**config.mk**
```make
export PLATFORM = sky130hd
export DESIGN_NAME = agu_issue_unit
export DESIGN_NICKNAME = d
export VERILOG_FILES = /design/src/rtl/agu_issue_unit.sv
export SDC_FILE = /design/constraint.sdc
export NUM_CORES = 1
export LEC_CHECK = 0
export ABC_AREA = 0
export BUFFER_PORTS_ARGS = -buffer_cell sky130_fd_sc_hd__buf_2
export CAP_MARGIN = 20
export CORE_MARGIN = 5
export CORE_UTILIZATION = 30
export DETAILED_ROUTE_END_ITERATION = 6
export HOLD_SLACK_MARGIN = 0.06
export PLACE_DENSITY = 0.56
export SLEW_MARGIN = 20
export SYNTH_ARGS = -nofsm -noshare
export SYNTH_HDL_FRONTEND = slang
export SYNTH_SLANG_ARGS = --single-unit
```
**constraint.sdc**
```tcl
create_clock -name clk -period 9.06 [get_ports clk]
set_input_delay 1.359 -clock clk [delete_from_list [all_inputs] [get_ports clk]]
set_output_delay 1.359 -clock clk [all_outputs]
set_load 0.005 [all_outputs]
```
**src/rtl/agu_issue_unit.sv**
```systemverilog
// agu_issue_unit: adds base + offset for the AGU queue head and buffers the
// resulting load/store request in a small FIFO toward the load/store queue.
module agu_issue_unit #(
  parameter int BUF_DEPTH = 2
) (
  input  logic        clk,
  input  logic        rst,
  input  logic        flush,
  input  logic        head_ready,
  input  logic [31:0] head_op1_data,
  input  logic [31:0] head_op2_data,
  input  logic [5:0]  head_rd_tag,
  input  logic [2:0]  head_funct3,
  input  logic        head_agu_ls,
  input  logic [31:0] head_agu_imm,
  output logic        head_issue,
  output logic        lsq_valid,
  input  logic        lsq_ready,
  output logic [31:0] lsq_addr,
  output logic [31:0] lsq_wdata,
  output logic [5:0]  lsq_rd_tag,
  output logic [2:0]  lsq_funct3,
  output logic        lsq_ls,
  output logic        lsq_misaligned
);
  localparam int PW = $clog2(BUF_DEPTH);
  typedef struct packed {
    logic [31:0] addr;
    logic [31:0] wdata;
    logic [5:0]  tag;
    logic [2:0]  f3;
    logic        ls;
    logic        mis;
  } entry_t;
  entry_t        mem_q [BUF_DEPTH];
  entry_t        wr_ent, rd_ent;
  logic [PW-1:0] wr_q, wr_d, rd_q, rd_d;
  logic [PW:0]   cnt_q, cnt_d;
  logic          full, push, pop, mis;
  logic [31:0]   addr;
  // full comes from the registered count, so a same-cycle pop never frees a slot
  assign full = cnt_q == (PW+1)'(BUF_DEPTH);
  assign head_issue = head_ready & ~full & ~flush & ~rst;
  assign push = head_issue;
  assign pop = lsq_valid & lsq_ready & ~flush;
  assign addr = head_op1_data + head_agu_imm;
  assign mis = (head_funct3[1:0] == 2'b00) ? 1'b0 :
               (head_funct3[1:0] == 2'b01) ? addr[0] :
               (head_funct3 == 3'b010)     ? |addr[1:0] : 1'b1;
  assign wr_ent = '{addr: addr, wdata: head_agu_ls ? head_op2_data : 32'h0,
                    tag: head_rd_tag, f3: head_funct3, ls: head_agu_ls, mis: mis};
  always_comb begin
    wr_d  = flush ? '0 : wr_q + PW'(push);
    rd_d  = flush ? '0 : rd_q + PW'(pop);
    cnt_d = flush ? '0 : cnt_q + (PW+1)'(push) - (PW+1)'(pop);
  end
  always_ff @(posedge clk or posedge rst) begin
    if (rst) begin
      wr_q  <= '0;
      rd_q  <= '0;
      cnt_q <= '0;
      for (int i = 0; i < BUF_DEPTH; i++) mem_q[i] <= '0;
    end else begin
      wr_q  <= wr_d;
      rd_q  <= rd_d;
      cnt_q <= cnt_d;
      if (push) mem_q[wr_q] <= wr_ent;
    end
  end
  assign rd_ent = mem_q[rd_q];
  assign lsq_valid = cnt_q != '0;
  assign lsq_addr = rd_ent.addr;
  assign lsq_wdata = rd_ent.wdata;
  assign lsq_rd_tag = rd_ent.tag;
  assign lsq_funct3 = rd_ent.f3;
  assign lsq_ls = rd_ent.ls;
  assign lsq_misaligned = rd_ent.mis;
endmodule
```
# == Yosys cells after proc, flatten, opt, wreduce, memory -nomap -nowiden ==
# Cells that the tools add are included.
# word_totals
ff_bits,154
input_bits,111
# classes
addsub,5
n_reduce_logical,4
n_mux,13
eq_ne,3
n_bitwise,10
order_cmp,3
# ops
cell,n
75-bit 2-to-1 mux,4
150-bit bitwise mux,1
75-bit demux with 1-bit select,1
32-bit adder,1
32-bit 2-to-1 mux,1
1-bit bitwise AND,5
1-bit 2-to-1 mux,5
2-bit >= comparator (second input constant),2
1-bit NOT with 2-bit output,2
3-bit by 2-bit == test with 1-bit output (second input constant),1
1-bit NOT,3
1-bit adder,2
2-bit by 1-bit adder with 2-bit output,1
2-bit by 1-bit == test with 1-bit output (second input constant),1
2-bit == test (second input constant),1
2-bit logical NOT,1
2-bit by 1-bit < comparator with 1-bit output (second input constant),1
2-bit 2-to-1 mux,1
2-bit nonzero test,1
2-bit OR reduction,1
2-bit by 1-bit subtractor with 2-bit output,1
1-bit logical AND,1

# == Depth between registers and ports, before layout ==
# Gate-level depths: netlist of run 1.
# logic_depth
depth_word,8
mapped_depth,9
depth_no_buf,9

# == Least setup slack after synthesis of run 1 ==
# No wires, ideal clock.
# synth_path
kind,input port to flip-flop
from,in head_op1_data[16]
to,reg mem_q[142] in the netlist's numbering
t_arrival_ns,3.347
path_buffers,1
stages,9
path_slack_ns,5.588
cell_sequence,ha_1 -> buf_6 -> nand4_2 -> or3_4 -> or4_4 -> o32ai_2 -> nor3b_1 -> xnor2_1 -> mux2_2
# synth_via
elab_chain_len,2
# synth_lines
element,line_no,text
"start, declared",10,"input logic [31:0] head_op1_data,"
32-bit adder,46,assign addr = head_op1_data + head_agu_imm;
150-bit bitwise mux,67,if (push) mem_q[wr_q] <= wr_ent;
"end signal, assigned by index",67,
"end, declared",35,entry_t mem_q [BUF_DEPTH];
# No other way between the ends.
# A chain may end at the register's enable or synchronous reset.

# == Worst setup path in the final report of run 1 ==
# layout_path
from,reg rd_q
to,out lsq_funct3[1]
# layout_via
elab_chain_len,4
# layout_lines
element,line_no,text
"start, declared",37,"logic [PW-1:0] wr_q, wr_d, rd_q, rd_d;"
"start signal, assigned",65,rd_q <= rd_d;
1-bit NOT with 2-bit output (not written as such),70,assign rd_ent = mem_q[rd_q];
75-bit 2-to-1 mux (not written as such) (3 in a row),70,
"end, declared",22,"output logic [2:0] lsq_funct3,"
# No other way between the ends. The select of a mux whose other input is x is not followed.

==> results of run 1 <==
cells by family after synthesis:
family,Yosys count
buffers and inverters,135
XOR/XNOR,20
AND/OR/NAND/NOR,222
AO/OA/AOI/OAI,239
adder cells (fa/ha/maj),36
multiplexers,99
flip-flops,154
flip-flops by register name, summed over array words and instances (netlist names):
| signal | cells |
|---|---|
| cnt_q | 2 |
| wr_q | 1 |
| mem_q | 150 |
| rd_q | 1 |
where the power goes:
group / leakage (nW) / total [W] / switching [W] / internal [W]
registers: 1.90 / 0.000998 / 0.000101 / 0.000897
logic: 2.66 / 0.000690 / 0.000351 / 0.000339
clock network: 0.301 / 0.000768 / 0.000296 / 0.000472
total: 4.86 / 0.00246 / 0.000748 / 0.00171
critical path, stage by stage, from the launching register on:
cell	delay, ns
dfrtp_4	0.83
buf_4	0.65
mux2_2	0.41
buf_2	0.13
placed cells by master, fill, tap and decap left out, drive strengths merged, types with 2 or more instances in the layout:
cell type and n:
a2111oi 2, a211o 2, a211oi 7, a21o 11, a21oi 38, a31o 2, a31oi 4, and2 3
and3 2, and4 3, buf 192, bufinv 4, clkbuf 19, clkinv 3, clkinvlp 3, dfrtp 154
ha 35, inv 84, mux2 99, nand2 84, nand3 71, nand4 6, nor2 27, nor2b 5
nor3 11, o2111ai 2, o21a 15, o21ai 111, o21bai 7, o31ai 28, o32ai 2, or2 2
or3 4, xnor2 14, xor2 6
path summary, 6_finish.rpt:
kind,end,depth (start not counted),slack (ns)
max,lsq_funct3[1],3,5.23
min,mem_q[66],2,0.48
max reg2reg,mem_q[9],4,6.40
min reg2reg,mem_q[66],2,0.48
max in group asynchronous,rd_q,3,6.78
min in group asynchronous,cnt_q[1],2,1.07
Yosys cell counts, types with 7 or more instances:
cell and instances:
nor3_1 11, nand3_1 71, a21oi_1 38, o21a_1 15, xnor2_1 14, mux2_2 99, dfrtp_1 154, a211oi_1 7
o21bai_1 7, nand2_1 83, o31ai_1 27, o21ai_0 110, clkbuf_1 39, a21o_1 10, inv_1 81, ha_1 35
nor2_1 27
stage by stage:
stage / setup slack [ns] / instances / power, W
finish: 5.23 / 1459 / 0.00246
global route: 5.05 / 1459 / 0.00263
CTS: 5.15 / 1459 / 0.00249
detailed placement: 5.05 / 1427 / 0.00171
global placement: 5.07 / 1427 / 0.00170
floorplan: 3.55 / 905 / 0.00142
layer usage:
metal	vias up	wire length (um)	track usage (%)
met5	-	0	0
met4	0	221	2.96
met3	18	1230	3.44
met2	204	10600	22.4
met1	3383	11500	20.1
li1	3480	-	-
final cells by class:
cell class,count,area [sq um],area share (%)
Sequential cell,154,3860,36.7
Multi-Input combinational cell,616,4270,40.5
Clock inverter,13,191,1.82
Timing Repair Buffer,192,977,9.29
Inverter,81,309,2.94
Tap cell,384,480,4.57
Clock buffer,19,443,4.21
==> flow_summary.toml, run 1 <==
[sta]
tightestPinTransition_ns = 0.850
max_freq_mhz = 261
clock_skews_ns = 0.0116
slew_headroom_pct = 43.4
setup_viol_count_final = 0
worst_hold_slack_ns = 0.479
rsz_0062_raised_after_global_routing = "no"
period_share_pct = 42.3
fin_tns_setup_ns = 0
finalHoldViolations = 0
finalCriticalPeriod_ns = 3.83
maxSlewViolCount = 0

[synth]
post_synthesis_simple_gate_area_fraction_pct = 12.0
count_of_flip_flops_with_a_built_in_enable_after_synthesis = 0
synth-async-reset-ratio_pct = 100
post_synth_main_area_contributors = "dfrtp_1 44%, mux2_2 13%, o21ai_0 6.4%, ha_1 5.1%, nand3_1 4.1%"
yosysWarningCount = 0
post_synth_fa_ha_maj_area_fraction_pct = 5.29
synth_cell_type_count = 58
synth_mux_area_share_pct = 12.9
synth_cells = 905
post_synth_xor_area_fraction_pct = 2.02
largest_family_of_logic_cells_by_synthesized_area = "compound AO/OA/AOI/OAI gates"
syn_nets = 1052
synth-seq-cells = 154
synth.cell_area_sq_um = 8660
synth-compound-area-share_pct = 16.8
synth_top_cell_area_share_pct = 44.5
avgSynthCellArea_sq_um = 9.57
synth_seq_area_share_pct = 44.5
synth.largest_area_cell = "dfrtp_1"
synth-main-ff-cell = "dfrtp_1"

[global_routing]
maximum_number_of_pins_on_one_net_before_global_route_repair = 82
number_of_antenna_violations_at_the_first_check_in_global_routing = 0
first_global_vias = 7056
wire_length_of_the_first_global_routing_pass_um = 37900
grt_usage_pct = 14.2
grt.overflow.total = 0

[layout]
area.growth.synth_to_final_pct = 21.5
postLayoutCellArea_sq_um = 10500
final_nets = 1209
layout-drive-gt1-share_pct = 31.5
layout.filler_cells = 2921
antenna-diode-count = 0
utilization_pct = 36.8

[detailed_routing]
dr_total_vias = 7085
vias_per_cell = 4.86
drt-initial-drc-count = 291
routed_wl_um = 23600
avgRoutedWirePerCell_um = 16.1
drtPass1Iterations = 4
drcViolationCount = 0
post_route_antenna_net_violation_count = 0

[pwr]
total_leakage_power_nw = 4.86
vdd.ir_drop.worst_uv = 125
cellPowerDensity_nw_per_um2 = 233

[placed_design]
hpwl_um = 16600
placement.io_buffers = 187
placement.cell_area_sq_um = 9890
routabilityCongestion = 0.800

[cts]
cts.clk_slew.worst_paths_ns = 0.07
cts-root-to-sink-buffers = 2
post_cts_buffers = 0
numClockSinks = 154
clock_insertion_delay_worst_skew_ns = 0.42
clock_tree.root_cell = "clkbuf_16"
cts_h_tree_depth = 4
cts_repair_resize_count = 0
clock_tree_from_tritoncts = "done"
cts_hold_buffers = 0
number_of_buffers_inserted_during_clock_tree_synthesis = 17

[die]
die_outline_area_sq_um = 32400
floorplan.die.height_um = 180
core_area_sq_um = 28600
initial_utilization_pct = 30.3
die_w_um = 180
io_pins = 188
std_cell_rows = 62

[run]
drv.max_cap_violation_count = 0

[min_path]
min_delay_startpoint = "mem_q[66]"
classification_of_the_worst_slack_hold_path = "reg2reg"

[worst_setup_path]
reg_to_reg_start = "cnt_q[1]"
startpoint_type = "flop"
timing.critical_path.from = "rd_q"
timing_worst_setup_path_type = "reg2out"
worst-endpoint-arrival_ns = 2.48
crit_path_max_fanout = 70
cp_data_required_time_ns = 7.70
endpoint_kind = "output pin"

[outcome]
status = "finished, final reports clean"
Power figures use the tool's default switching activity.
==> run 2: changes to the inputs <==
ABC_AREA = 1   (was 0)
PLACE_DENSITY = 0.58   (was 0.56)
clock period = 3.25 ns   (was 9.06 ns; I/O delays follow)
==> flow_summary.toml, run 2 <==
[detailed_routing]
post_route_antenna_net_violation_count = 0
drcViolationCount = 0
routed_wl_um = 25700
drtPass1Iterations = 7
dr_total_vias = 8457
drt-initial-drc-count = 505
avgRoutedWirePerCell_um = 13.6
vias_per_cell = 4.48

[worst_setup_path]
worstPathBufferInverterCount = 3
crit_path_max_fanout = 35
startpoint_type = "flop"
worst-r2r-cell-count = 8
worst-endpoint-arrival_ns = 2.11
cpMostUsedCell = "nand2_1"
timing_worst_setup_path_type = "reg2out"
critical-path-top-delay-family = "buffers and inverters"
timing.critical_path.slowest_cell_delay_ns = 0.61
cp_data_required_time_ns = 2.76
path_depth = 5
cp_slowest_cell = "dfrtp_4"
endpoint_kind = "output pin"
cells_along_the_critical_path = "inv_2 > buf_12 > nand2_1 > nand2_1 > buf_2"

[placed_design]
hpwl_um = 18700
routabilityCongestion = 0.919
placed_cells_incl_taps = 1856
placement.io_buffers = 187

[layout]
reg.largest.list = "mem_q x150, cnt_q x2"
layout-drive-gt1-share_pct = 16.3
largest_register_ffs = 150
multi_input_area_sq_um = 4420
final_common_cell = "nand2_1"
final-instance-count-excl-fill = 1888
ff_latch_area_sq_um = 3860
layout.filler_cells = 3214
antenna-diode-count = 0
area.growth.synth_to_final_pct = 21.2
final_cell_mix = "656 x nand2_1, 187 x buf_2, 153 x dfrtp_1, 135 x inv_1, 114 x o21ai_0"
max_flop_register = "mem_q"
final_nets = 1632

[synth]
post_synth_main_area_contributors = "dfrtp_1 43%, nand2_1 27%, o21ai_0 6.3%, inv_1 5.8%, ha_1 4.9%"
synth_top_cell_area_share_pct = 42.9
synth-seq-cells = 154
avgSynthCellArea_sq_um = 6.80
synth_cells = 1323
synth.cell_area_sq_um = 8990
yosysWarningCount = 0
count_of_flip_flops_with_a_built_in_enable_after_synthesis = 0
synth_most_common_cell = "nand2_1"
synth_seq_area_share_pct = 42.9
synth-main-ff-cell = "dfrtp_1"
syn_nets = 1470
synth.largest_area_cell = "dfrtp_1"
synthTopCellsByCount = "656 x nand2_1, 154 x dfrtp_1, 138 x inv_1"
synth-async-reset-ratio_pct = 100
synth_cell_type_count = 26

[cts]
cts.clk_slew.worst_paths_ns = 0.07
clock_tree.root_cell = "clkbuf_16"
cts-root-to-sink-buffers = 2
cts_hold_buffers = 0
cts_repair_resize_count = 0
number_of_buffers_inserted_during_clock_tree_synthesis = 17
post_cts_buffers = 0
cts_h_tree_depth = 4
clock_tree_from_tritoncts = "done"
numClockSinks = 154
clock_insertion_delay_worst_skew_ns = 0.43

[die]
io_pins = 188
die_outline_area_sq_um = 33500
core_area_sq_um = 29600
initial_utilization_pct = 30.3
floorplan.die.height_um = 183
die_w_um = 183
std_cell_rows = 63

[global_routing]
number_of_antenna_violations_at_the_first_check_in_global_routing = 0
grt_usage_pct = 15.4
grt_util_met2_pct = 25.1
grt_busiest_layer = "met2"
maximum_number_of_pins_on_one_net_before_global_route_repair = 155
grt.overflow.total = 0
wire_length_of_the_first_global_routing_pass_um = 41700
grt_util_met3_pct = 2.74
grtUsageMet1_pct = 21.3
first_global_vias = 8123

[sta]
period_share_pct = 80.0
finalHoldViolations = 0
clock_skews_ns = 0.00982
finalCriticalPeriod_ns = 2.60
fin_tns_setup_ns = 0
slew_headroom_pct = 44.6
max_freq_mhz = 384
rsz_0062_raised_after_global_routing = "no"
maxSlewViolCount = 0
tightestPinTransition_ns = 0.831
setup_viol_count_final = 0
worst_hold_slack_ns = 0.278

[min_path]
worst_hold_path.num_cells = 3
classification_of_the_worst_slack_hold_path = "in2reg"

[pwr]
cellPowerDensity_nw_per_um2 = 568
total_leakage_power_nw = 6.22
vdd.ir_drop.worst_uv = 272

[run]
drv.max_cap_violation_count = 0

[outcome]
status = "finished, final reports clean"
-- run 2: cell types whose count changed after synthesis, moves of 12 or more --
cell | before | now
o21a_1 | 15 | 0
nor2_1 | 27 | 41
o31ai_1 | 27 | 0
mux2_2 | 99 | 0
nand3_1 | 71 | 59
inv_1 | 81 | 138
nand2_1 | 83 | 656
a21oi_1 | 38 | 21
-- run 2: report_power, final --
part	internal, W	switching, W
logic	0.000668	0.00102
clock network	0.00103	0.000872
registers	0.00237	0.000230
total	0.00407	0.00212
-- run 2: cell families (layout without fill, tap and decap cells) --
kind of cell               count (synthesis)  count (layout)  share of synthesized area, %
and+or+nand+nor                          778             778                          34.0
buffers and inverters                    191             366                          8.04
xor gates and xnor gates                  18              18                          1.75
AOI/OAI and AO/OA                        146             146                          8.24
adders and majority gates                 36              36                          5.09
DFF                                      154             154                          42.9
-- run 2: cell type report --
type | count | area share [%]
Tap cell | 390 | 4.48
Inverter | 139 | 4.83
Multi-Input combinational cell | 978 | 40.5
Sequential cell | 154 | 35.4
Clock buffer | 18 | 4.03
Timing Repair Buffer | 195 | 9.60
Clock inverter | 14 | 1.14
-- run 2: layer usage --
metal,vias up,wire length [um]
met5,-,0
li1,4397,-
met2,244,11500
met3,22,1630
met1,3794,12200
met4,0,320
-- run 2: worst min-delay path, cell delays in order --
cell and delay [ns]:
buf_2 0.09, nand2_1 0.04, nand2_1 0.05
-- run 2: final timing paths --
kind | endpoint | slack (ns) | from
hold / removal | mem_q[10] | 0.28 | head_rd_tag[5]
setup reg to reg | mem_q[45] | 0.91 | cnt_q[1]
max in group asynchronous | rd_q | 2.32 | rst
hold reg to reg | mem_q[3] | 0.47 | mem_q[3]
min in group asynchronous | cnt_q[1] | 0.33 | rst
setup / recovery | lsq_addr[12] | 0.65 | rd_q
-- run 2: per-stage QoR --
step	setup slack [ns]	util (%)	total power [W]	area [sq um]
2_1_floorplan	0.818	-	0.00363	9000
3_5_place_dp	0.734	34.9	0.00435	10300
3_3_place_gp	0.825	34.9	0.00432	10300
4_1_cts	0.563	36.8	0.00630	10900
6_report	0.649	36.8	0.00619	10900
5_1_grt	0.519	36.8	0.00665	10900
